File: src/rtl/rr_mux_reg_if.sv
// Request/response bundle for rr_mux_reg: N requesters in, one registered output port.
interface rr_mux_reg_if #(
    parameter int WIDTH = 32,
    parameter int N     = 3
);
    localparam int SELW = $clog2(N);

    logic [N-1:0]       in_valid;
    logic [N*WIDTH-1:0] in_data;
    logic [N-1:0]       in_ready;
    logic               force_en;
    logic [SELW-1:0]    force_sel;
    logic               out_valid;
    logic               out_ready;
    logic [WIDTH-1:0]   out_data;
    logic [SELW-1:0]    out_sel;

    modport master (
        output in_valid, in_data, force_en, force_sel, out_ready,
        input  in_ready, out_valid, out_data, out_sel
    );

    modport slave (
        input  in_valid, in_data, force_en, force_sel, out_ready,
        output in_ready, out_valid, out_data, out_sel
    );
endinterface

File: src/rtl/rr_mux_reg.sv
// N-way round-robin (or forced-select) mux feeding a one-entry registered output buffer.
module rr_mux_reg #(
    parameter int WIDTH = 32,
    parameter int N     = 3
) (
    input  logic      clk,
    input  logic      reset,
    rr_mux_reg_if.slave bus
);
    localparam int              SELW  = $clog2(N);
    localparam logic [SELW:0]   N_EXT = (SELW+1)'(N);

    logic [SELW-1:0]  ptr;
    logic             can_accept;
    logic [N-1:0]     rr_grant;
    logic [N-1:0]     fx_grant;
    logic [N-1:0]     grant;
    logic [N-1:0]     ready;
    logic [SELW:0]    rr_idx;
    logic             rr_found;
    logic [SELW-1:0]  win_idx;
    logic [WIDTH-1:0] win_data;
    logic [SELW-1:0]  next_ptr;
    logic             xfer;

    assign can_accept = !bus.out_valid || bus.out_ready;

    // Scan ptr, ptr+1, ... modulo N; the extra index bit keeps the wrap exact for any N.
    always_comb begin
        rr_grant = '0;
        rr_found = 1'b0;
        rr_idx   = '0;
        for (int k = 0; k < N; k++) begin
            rr_idx = {1'b0, ptr} + (SELW+1)'(k);
            if (rr_idx >= N_EXT) begin
                rr_idx = rr_idx - N_EXT;
            end
            if (!rr_found && bus.in_valid[rr_idx[SELW-1:0]]) begin
                rr_grant[rr_idx[SELW-1:0]] = 1'b1;
                rr_found = 1'b1;
            end
        end
    end

    // Out-of-range forced index grants nothing rather than indexing past the vector.
    always_comb begin
        fx_grant = '0;
        if ({1'b0, bus.force_sel} < N_EXT) begin
            fx_grant[bus.force_sel] = bus.in_valid[bus.force_sel];
        end
    end

    assign grant        = bus.force_en ? fx_grant : rr_grant;
    assign ready        = grant & {N{can_accept && !reset}};
    assign bus.in_ready = ready;
    assign xfer         = |ready;

    always_comb begin
        win_idx  = '0;
        win_data = '0;
        for (int i = 0; i < N; i++) begin
            if (grant[i]) begin
                win_idx  = SELW'(i);
                win_data = bus.in_data[i*WIDTH +: WIDTH];
            end
        end
    end

    assign next_ptr = (win_idx == SELW'(N-1)) ? '0 : win_idx + SELW'(1);

    always_ff @(posedge clk or posedge reset) begin
        if (reset) begin
            bus.out_valid <= 1'b0;
            bus.out_data  <= '0;
            bus.out_sel   <= '0;
            ptr           <= '0;
        end else if (xfer) begin
            bus.out_valid <= 1'b1;
            bus.out_data  <= win_data;
            bus.out_sel   <= win_idx;
            if (!bus.force_en) begin
                ptr <= next_ptr;
            end
        end else if (bus.out_ready) begin
            bus.out_valid <= 1'b0;
        end
    end
endmodule

File: src/flat_wrapper.sv
// flat-port wrapper written by rule: the top's interface ports become plain ports
module rr_mux_reg_flat 
#(
    parameter int WIDTH = 32,
    parameter int N     = 3
)
  (clk, reset, bus_in_valid, bus_in_data, bus_force_en, bus_force_sel, bus_out_ready, bus_in_ready, bus_out_valid, bus_out_data, bus_out_sel);
  rr_mux_reg_if #(.WIDTH(WIDTH), .N(N)) bus_i ();
  input  logic clk;
  input  logic reset;
  input wire logic [$bits(bus_i.in_valid)-1:0] bus_in_valid;
  input wire logic [$bits(bus_i.in_data)-1:0] bus_in_data;
  input wire logic [$bits(bus_i.force_en)-1:0] bus_force_en;
  input wire logic [$bits(bus_i.force_sel)-1:0] bus_force_sel;
  input wire logic [$bits(bus_i.out_ready)-1:0] bus_out_ready;
  output wire logic [$bits(bus_i.in_ready)-1:0] bus_in_ready;
  output wire logic [$bits(bus_i.out_valid)-1:0] bus_out_valid;
  output wire logic [$bits(bus_i.out_data)-1:0] bus_out_data;
  output wire logic [$bits(bus_i.out_sel)-1:0] bus_out_sel;
  assign bus_i.in_valid = bus_in_valid;
  assign bus_i.in_data = bus_in_data;
  assign bus_i.force_en = bus_force_en;
  assign bus_i.force_sel = bus_force_sel;
  assign bus_i.out_ready = bus_out_ready;
  assign bus_in_ready = bus_i.in_ready;
  assign bus_out_valid = bus_i.out_valid;
  assign bus_out_data = bus_i.out_data;
  assign bus_out_sel = bus_i.out_sel;
  rr_mux_reg #(.WIDTH(WIDTH), .N(N)) u_core (.clk(clk), .reset(reset), .bus(bus_i));
endmodule
File: config.mk
export PLATFORM = sky130hd
export DESIGN_NAME = rr_mux_reg_flat
export DESIGN_NICKNAME = d
export VERILOG_FILES = /design/src/rtl/rr_mux_reg_if.sv /design/src/rtl/rr_mux_reg.sv /design/src/flat_wrapper.sv
export SDC_FILE = /design/constraint.sdc
export NUM_CORES = 1
export LEC_CHECK = 0
export BUFFER_PORTS_ARGS = -buffer_cell sky130_fd_sc_hd__buf_2
export CORE_MARGIN = 4
export CORE_UTILIZATION = 37
export DETAILED_ROUTE_END_ITERATION = 8
export GPL_TIMING_DRIVEN = 0
export HOLD_SLACK_MARGIN = 0.06
export PLACE_DENSITY_LB_ADDON = 0.12
export SYNTH_ARGS = -nofsm -noshare
export SYNTH_HDL_FRONTEND = slang
export SYNTH_SLANG_ARGS = --single-unit
export TNS_END_PERCENT = 5
File: constraint.sdc
create_clock -name clk -period 4.9 [get_ports clk]
set_clock_uncertainty 0.05 [all_clocks]
set_input_delay 0.98 -clock clk [delete_from_list [all_inputs] [get_ports clk]]
set_output_delay 0.98 -clock clk [all_outputs]
set_load 0.005 [all_outputs]
### After elaboration in Yosys (flattened, before gate mapping)

Index checks and enable logic that the tools add are counted.

| storage, ports and cells | value |
|---|---|
| output and inout bits | 38 |
| bits of input ports | 105 |
| bits in registers | 37 |

| cells by class | value |
|---|---|
| $lt $le $gt $ge | 12 |
| bitwise logic cells | 5 |
| equal/unequal tests | 1 |
| reduce and logical (&&, ||, !) cells | 15 |
| mux-type cells | 34 |
| add/sub/neg operators | 6 |

Operators with widths:

| kind | number |
|---|---|
| $mux W32 | 3 |
| $mux W3 | 5 |
| $mux W1 | 13 |
| $lt A2 B3 Y1 const B | 4 |
| $mux W2 | 5 |
| $bmux W1 S2 | 4 |
| $demux W1 S2 | 4 |
| $ge A2 B1 Y1 const B | 4 |
| $logic_and A1 B1 Y1 | 7 |
| $and A3 B3 Y3 | 2 |
| $ge A3 B2 Y1 const B | 2 |
| $or A3 B3 Y3 | 2 |
| $sub A2 B2 Y2 const B | 3 |
| $logic_not A1 Y1 | 4 |
| $add A2 B1 Y3 const B | 1 |
| $add A2 B2 Y3 const B | 1 |
| $reduce_or A3 Y1 | 1 |
| $add A2 B1 Y2 const B | 1 |
| $eq A2 B2 Y1 const B | 1 |
| $ge A2 B2 Y1 const B | 1 |
| $lt A2 B2 Y1 const B | 1 |
| $reduce_and A2 Y1 | 1 |
| $reduce_bool A2 Y1 | 1 |
| $logic_or A1 B1 Y1 | 1 |
| $not A1 Y1 | 1 |

### Depth between registers and ports, before layout

Gate-level depths: netlist (run 1).

| logic depth | value |
|---|---|
| depth after elaboration | 16 |
| gate-level depth with buffers | 11 |
| mapped depth without buffers | 8 |

### Least setup slack after synthesis (run 1)

Ideal clock, no wire load.

| timing | value |
|---|---|
| kind | input-to-output |
| start point | in reset |
| end point | out bus_in_ready[1] |
| path buffers | 0 |
| cell stages on the path | 3 |
| slack | 1.502 ns |
| arrival | 2.368 ns |
| path through | inv_1 > nand2_1 > nor2_1 |

| on the way | value |
|---|---|
| longest elaborated chain between the ends | 3 |

Ends and longest elaborated chain:

| what | RTL line | source |
|---|---|---|
| start: declaration | flat_wrapper.sv:10 | `input logic reset;` |
| $logic_not A1 Y1 | rr_mux_reg.sv:54 | `assign ready = grant & {N{can_accept && !reset}};` |
| $logic_and A1 B1 Y1 | rr_mux_reg.sv:54 |  |
| $and A3 B3 Y3 | rr_mux_reg.sv:54 |  |
| end: declaration | flat_wrapper.sv:16 | `output wire logic [$bits(bus_i.in_ready)-1:0] bus_in_ready;` |

Every way passes these cells.

### Worst setup path in the final report (run 1)

| timing | value |
|---|---|
| start point | reg u_core.ptr[1] |
| end point | out bus_in_ready[2] |

| on the way | value |
|---|---|
| longest elaborated chain between the ends | 13 |

Ends and longest elaborated chain:

| what | RTL line | source |
|---|---|---|
| start: declaration | rr_mux_reg.sv:13 | `logic [SELW-1:0] ptr;` |
| start signal: assignment | rr_mux_reg.sv:82 | `ptr <= next_ptr;` |
| $add A2 B1 Y3 (tied with other cells) | rr_mux_reg.sv:34 | `rr_idx = {1'b0, ptr} + (SELW+1)'(k);` |
| $ge A3 B2 Y1 (tied with other cells) | rr_mux_reg.sv:35 | `if (rr_idx >= N_EXT) begin` |
| $mux W2 (tied with other cells) | rr_mux_reg.sv:35 |  |
| $lt A2 B3 Y1 (implied by the code) (tied with other cells) | rr_mux_reg.sv:39 | `rr_grant[rr_idx[SELW-1:0]] = 1'b1;` |
| $logic_and A1 B1 Y1 (implied by the code) (tied with other cells) | rr_mux_reg.sv:39 |  |
| $mux W1 (implied by the code) (tied with other cells) | rr_mux_reg.sv:39 |  |
| $demux W1 S2 (tied with other cells) | n/a |  |
| $or A3 B3 Y3 (no line) or $mux W1 (tied branches) | n/a |  |
| $mux W3 or $logic_not A1 Y1 (tied branches) | rr_mux_reg.sv:38 | `if (!rr_found && bus.in_valid[rr_idx[SELW-1:0]]) begin` |
| $or A3 B3 Y3 (no line) or $logic_and A1 B1 Y1 (tied branches) | n/a |  |
| $mux W3 * | rr_mux_reg.sv:38 |  |
| $mux W3 * | rr_mux_reg.sv:53 | `assign grant = bus.force_en ? fx_grant : rr_grant;` |
| $and A3 B3 Y3 * | rr_mux_reg.sv:54 |  |

Every way passes the cells marked *; elsewhere a longest branch is shown, timed or not. The select of a mux whose other input is x is not followed.

==> results of run 1 <==
==> power by group through the flow <==
stage	sequential (mW)	combinational, mW	clock, mW
floorplan	0.516	0.935	0
global route	0.525	1.47	0.273
CTS	0.506	1.34	0.258
global placement	0.507	1.33	0
finish	0.506	1.34	0.251
detailed placement	0.510	1.34	0
==> sequential cells by signal, indices dropped and copies added (netlist names) <==
register              count
u_core.bus.out_data      32
u_core.bus.out_sel        2
u_core.ptr                2
u_core.bus.out_valid      1
==> metrics by stage <==
step                hold WS (ns)  total power [mW]  cell area (sq um)
detailed placement        0.4462             1.851               3804
global route              0.4989             2.270               3909
finish                    0.4641             2.094               3909
CTS                       0.4709             2.107               3909
floorplan                 0.4449             1.451               2975
global placement          0.4336             1.832               3804
==> area by class of cell <==
| cell class | instances | area share |
|---|---|---|
| clock inverter | 1 | 0.002241 |
| timing repair buffer | 140 | 0.1793 |
| multi-input combinational | 223 | 0.4296 |
| clock buffer | 7 | 0.02465 |
| buffer | 37 | 0.05922 |
| sequential | 37 | 0.2369 |
| tap | 102 | 0.03265 |
| inverter | 37 | 0.03553 |
==> layer usage <==
layer  up-vias  part of all wire  track usage
li1       1542                 -            -
met1      1483              0.46       0.2878
met2       134              0.45       0.3147
met3        10             0.084      0.04738
met4         0             0.013      0.05644
met5         -                 0            0
==> worst reg2reg max path, delay by kind of cell, from the launching register on <==
family | cells | cell delay (ns)
compound gates | 3 | 0.74
fa+ha+maj | 1 | 0.16
simple gates | 2 | 0.27
flops | 1 | 0.43
mux | 1 | 0.26
buf+inv | 4 | 0.68
==> cells in the final DEF (no fill, tap or decap), drive strengths merged, types with 3 or more instances in the layout <==
| cell | synthesis | final |
|---|---|---|
| buf | 25 | 165 |
| inv | 37 | 38 |
| dfrtp | 37 | 37 |
| o21ai | 37 | 37 |
| a21oi | 35 | 35 |
| nand2 | 34 | 34 |
| a311oi | 31 | 31 |
| o32ai | 31 | 31 |
| clkbuf | 12 | 19 |
| nor2 | 9 | 9 |
| nand2b | 6 | 6 |
| ha | 4 | 4 |
| mux2i | 4 | 4 |
| a21o | 3 | 3 |
| nand3b | 3 | 3 |
| a22o | 3 | 3 |
==> cells by family after synthesis <==
| family | Yosys count | share of synthesized area |
|---|---|---|
| fa+ha+maj | 4 | 0.01682 |
| buf+inv | 74 | 0.1245 |
| compound gates | 154 | 0.4256 |
| simple gates | 60 | 0.09798 |
| mux | 5 | 0.02397 |
| flops | 37 | 0.3112 |
==> how the worst max path moves through the flow <==
stage                          from         endpoint  slack (ns)  cells past startpoint
finish                u_core.ptr[1]  bus_in_ready[2]        1.18                     11
detailed placement  bus_in_valid[1]  bus_in_ready[2]        1.21                      9
floorplan                     reset  bus_in_ready[1]        1.50                      3
global placement              reset  bus_in_ready[1]        0.67                      5
global route        bus_in_valid[1]  bus_in_ready[2]        0.99                      9
CTS                   u_core.ptr[1]  bus_in_ready[2]        1.18                     11
==> results.md, run 1 <==
- 1st-iter DRT viols: 128
- Status: completed
- Diodes inserted: 0
- Lkg Pwr: 1.807 nW
- Worst path slowest cell: dfrtp_1
- CP Capture Type: primary output
- CTS Sinks: 37
- Final setup vio count: 0
- Syn Inst Count: 334
- Worst Path Buf+Inv: 5
- Area grow syn2layout: 31.37%
- R2R cell count: 11
- TritonCTS Buffers: 5
- Row count: 32
- FF+latch area: 925.9 sq um
- Final Hold Violating Endpoints: 0
- Worst path cell trace: inv_1, ha_1, buf_6, mux2i_2, nor2_1, a22o_1, a221oi_2, buf_6, buf_4, nor2_1, buf_2
- Internal Power: 1.145 mW
- Root Buffer: clkbuf_8
- Width of the die: 97.68 um
- Crit Path Class: reg2out
- Total congestion overflow: 0
- DRC viols: 0
- RSZ-0062 raised after global routing: false
- VDD IR max: 185.8 uV
- Clk pwr share: 0.120
- Largest net degree at the start of global routing: 40
- H-tree depth: 2
- Synth area leader: dfrtp_1
- Synthesized flop and latch total: 37
- Num ports: 143
- Footprint of the multi-input gates: 1679 sq um
- Post-synth top cells: 37 x dfrtp_1, 37 x inv_1, 34 x a21oi_1, 34 x nand2_1, 26 x o21ai_1
- Rel. slew slack: 0.4308
- Reg power frac: 0.242
- Hold worst-path end: u_core.bus.out_sel[0]
- CTS clk-pin slew, worst paths: 0.08 ns
- Psw: 949.1 uW
- Critical path required time: 3.87 ns
- Comb power frac: 0.638
- Worst-skew pair later-pin latency: 0.29 ns
- Core area: 7767 sq um
- Critical Path Source Type: register
- Detail Placement HPWL: 7452 um
- Clk buf depth: 2
- Initial Util: 0.3831
- Initial antenna violation count: 0
- Die ar.: 9540 sq um
- Final Cycle Share: 0.7595
- Count of cell types in the netlist: 47
- Post-Syn Area: 2975 sq um
- Area share of the largest cell type after synthesis: 0.3112
- Max Transition Viols Final: 0
- Setup ws final: 1.179 ns
- Largest cells by area after synthesis: dfrtp_1 31%, a311oi_1 6.5%, o32ai_1 6.5%
- Critical Path AT: 2.69 ns
- Vias in the first global route: 3,180
- Postcts setup bufs: 0
- HP Start: u_core.bus.out_sel[0]
- Worst Tran Pin Value: 0.8525 ns
- Die H: 97.68 um
- Hold Path Stages: 1
- Min cycle time layout: 3.721 ns
- Via density per instance: 5.426
- CP Max Fanout: 10
- TritonCTS clock tree: yes
- Flop2flop setup slack: 2.17 ns
- Min-delay worst type: reg2reg
- Dpl ws: 1.210 ns
- Layout cells sized above 1: 0.4253
- Critical path's top delay family: buffers and inverters
- Final std cells w/o fill: 584
- Register area share after synthesis: 0.3112
- EDFF count, synth: 0
- P per Cell Area: 535.8 nW/um^2
- Fillers: 788
- Max incr delay on CP: 0.43 ns
- Switching share of power: 0.4532
- Total iterations of the first detailed-routing run: 5
- Reg-to-Reg End: u_core.bus.out_data[5]
- Mean instance size in the synthesized netlist: 8.908 sq um
- Final WL: 10,050 um
- Cts repair resizes: 0
- Via Count: 3,169
- Post-route ant nets: 0
- Count of buffers from port buffering: 140
- Yosys Warn Count: 0
- Async SR Flop Fraction: 1.000
- Util after Layout: 0.5032
- Syn Nets: 443
- Fmax: 268.7 MHz
- Worst reg2reg startpoint: u_core.ptr[1]
- Routed length per instance: 17.21 um
- Max Cap Viol: 0
- Synth Flop Type: dfrtp_1
- GPL Wtd Cong: 0.8826
- Setup TNS Final: 0 ns
- First-pass GRT wire length: 15,980 um
- Cells after DPL: 576
- Final net count: 590
- Hold_buf cts: 0
- GRT Total Usage: 0.2046
Note: power is estimated with default switching activity, not from simulation.
==> run 2: changes to the inputs <==
==> constraint.sdc (replaced) <==
create_clock -name clk -period 3.15 [get_ports clk]
set_clock_uncertainty 0.05 [all_clocks]
set_input_delay 0.63 -clock clk [delete_from_list [all_inputs] [get_ports clk]]
set_output_delay 0.63 -clock clk [all_outputs]
set_load 0.005 [all_outputs]
==> results.md, run 2 (same netlist as run 1, synthesis figures left out) <==
- Status: completed
- Post-DP Area: 3804 sq um
- Total congestion overflow: 0
- Worst reg2reg startpoint: u_core.ptr[1]
- Max incr delay on CP: 0.42 ns
- Fmax: 327.5 MHz
- Area grow syn2layout: 34.06%
- Num ports: 143
- Clk buf depth: 2
- Final net count: 597
- Crit Path Class: reg2out
- Rel. slew slack: 0.4293
- WHS: 0.4627 ns
- Root Buffer: clkbuf_8
- 1st-iter DRT viols: 120
- Worst Path Buf+Inv: 4
- Max reg flops: 32
- Via Count: 3,210
- Layout cells sized above 1: 0.4397
- VDD IR max: 293.3 uV
- Max Transition Viols Final: 0
- CTS Sinks: 37
- Setup ws final: 0.09682 ns
- Util after Layout: 0.5135
- Width of the die: 97.68 um
- Total iterations of the first detailed-routing run: 4
- Final setup vio count: 0
- Largest net degree at the start of global routing: 40
- TritonCTS Buffers: 5
- Largest Register: u_core.bus.out_data
- Fillers: 788
- RSZ-0062 raised after global routing: true
- Reg-to-Reg End: u_core.bus.out_data[5]
- Min-delay worst type: in2async
- Die ar.: 9540 sq um
- CTS clk-pin slew, worst paths: 0.08 ns
- First-pass GRT wire length: 16,150 um
- Total chip power: 3.353 mW
- Flop2flop setup slack: 0.22 ns
- Final Hold Violating Endpoints: 0
- GPL Wtd Cong: 0.8826
- Worst path cell trace: buf_4, ha_1, buf_2, nor2_1, nand3_1, a211o_1, buf_4, o2bb2ai_4, nor2_1, buf_2
- Critical path required time: 2.47 ns
- Top flop regs: u_core.bus.out_data: 32 flops, u_core.bus.out_sel: 2 flops, u_core.ptr: 2 flops
- Worst Tran Pin Value: 0.8548 ns
- GRT Total Usage: 0.2070
- Core area: 7767 sq um
- Vias in the first global route: 3,210
- CP Max Fanout: 9
- Critical Path AT: 2.37 ns
- Critical Path Source Type: register
- TritonCTS clock tree: yes
- Footprint of the multi-input gates: 1707 sq um
- DRC viols: 0
- Detail Placement HPWL: 7452 um
- R2R cell count: 12
- FF+latch area: 925.9 sq um
- Final WL: 10,150 um
- Die H: 97.68 um
- Initial Util: 0.3831
- Worst path slowest cell: dfrtp_1
- Via density per instance: 5.431
- Count of buffers from port buffering: 140
- Lkg Pwr: 1.840 nW
- Max Cap Viol: 0
- Final Cycle Share: 0.9693
- P per Cell Area: 840.6 nW/um^2
- Post-route ant nets: 0
- Diodes inserted: 0
- Commonest non-fill, non-tap cells in the layout: 151 x buf_2, 37 x dfrtp_1, 36 x inv_1
- Routed length per instance: 17.18 um
- H-tree depth: 2
- Worst-skew pair later-pin latency: 0.29 ns
- Critical path's top delay family: buffers and inverters
- Final Instance Area: 3989 sq um
- Min cycle time layout: 3.053 ns
- Dpl ws: 0.1191 ns
- Initial antenna violation count: 0
- CP Capture Type: primary output
- Most common cell after layout, fill and taps aside: buf_2
- Row count: 32
==> run 2: timing repair <==
item / in CTS / in global routing
endpoints found under the hold margin: 0 / 0
pin swaps: 1 / 2
hold buffers: 0 / 0
gates resized for setup: 3 / 3
endpoints found under the setup margin: 2 / 2
setup buffers: 5 / 4
==> run 2: worst max path at each step <==
stage	startpoint	end	slack [ns]	cells past startpoint
finish	u_core.ptr[1]	bus_in_ready[1]	0.1	10
global route	u_core.ptr[1]	bus_in_ready[1]	-0.03	10
CTS	u_core.ptr[1]	bus_in_ready[2]	0.02	11
detailed placement	u_core.ptr[1]	bus_in_ready[2]	0.12	11
global placement	reset	bus_in_ready[1]	-0.38	5
floorplan	reset	bus_in_ready[1]	0.45	3
==> run 2: per-layer routing <==
metal / track usage / up-vias / share of wire
met1: 0.2900 / 1496 / 0.46
li1: - / 1559 / -
met3: 0.04738 / 14 / 0.079
met5: 0 / - / 0
met4: 0.05644 / 0 / 0.015
met2: 0.3205 / 141 / 0.45
==> run 2: cell type report <==
type / instances / area share
multi-input cells: 223 / 0.4279
flip-flops and latches: 37 / 0.2321
repair buffers: 149 / 0.1926
plain buffers: 35 / 0.05427
inverters: 37 / 0.03482
well taps: 102 / 0.03199
clock buffers: 7 / 0.02415
clock inverters: 1 / 0.002196
==> run 2: where the power goes <==
group          total, mW  switching (mW)  internal, mW
Clock              0.392           0.190         0.202
Combinational       2.17            1.21         0.968
Sequential         0.787           0.110         0.676
Total               3.35            1.51          1.85
==> run 2: metrics by stage <==
step	setup TNS (ns)	std cells
floorplan	0	334
global placement	-10.61	576
detailed placement	0	576
CTS	0	588
global route	-0.04045	591
finish	0	591
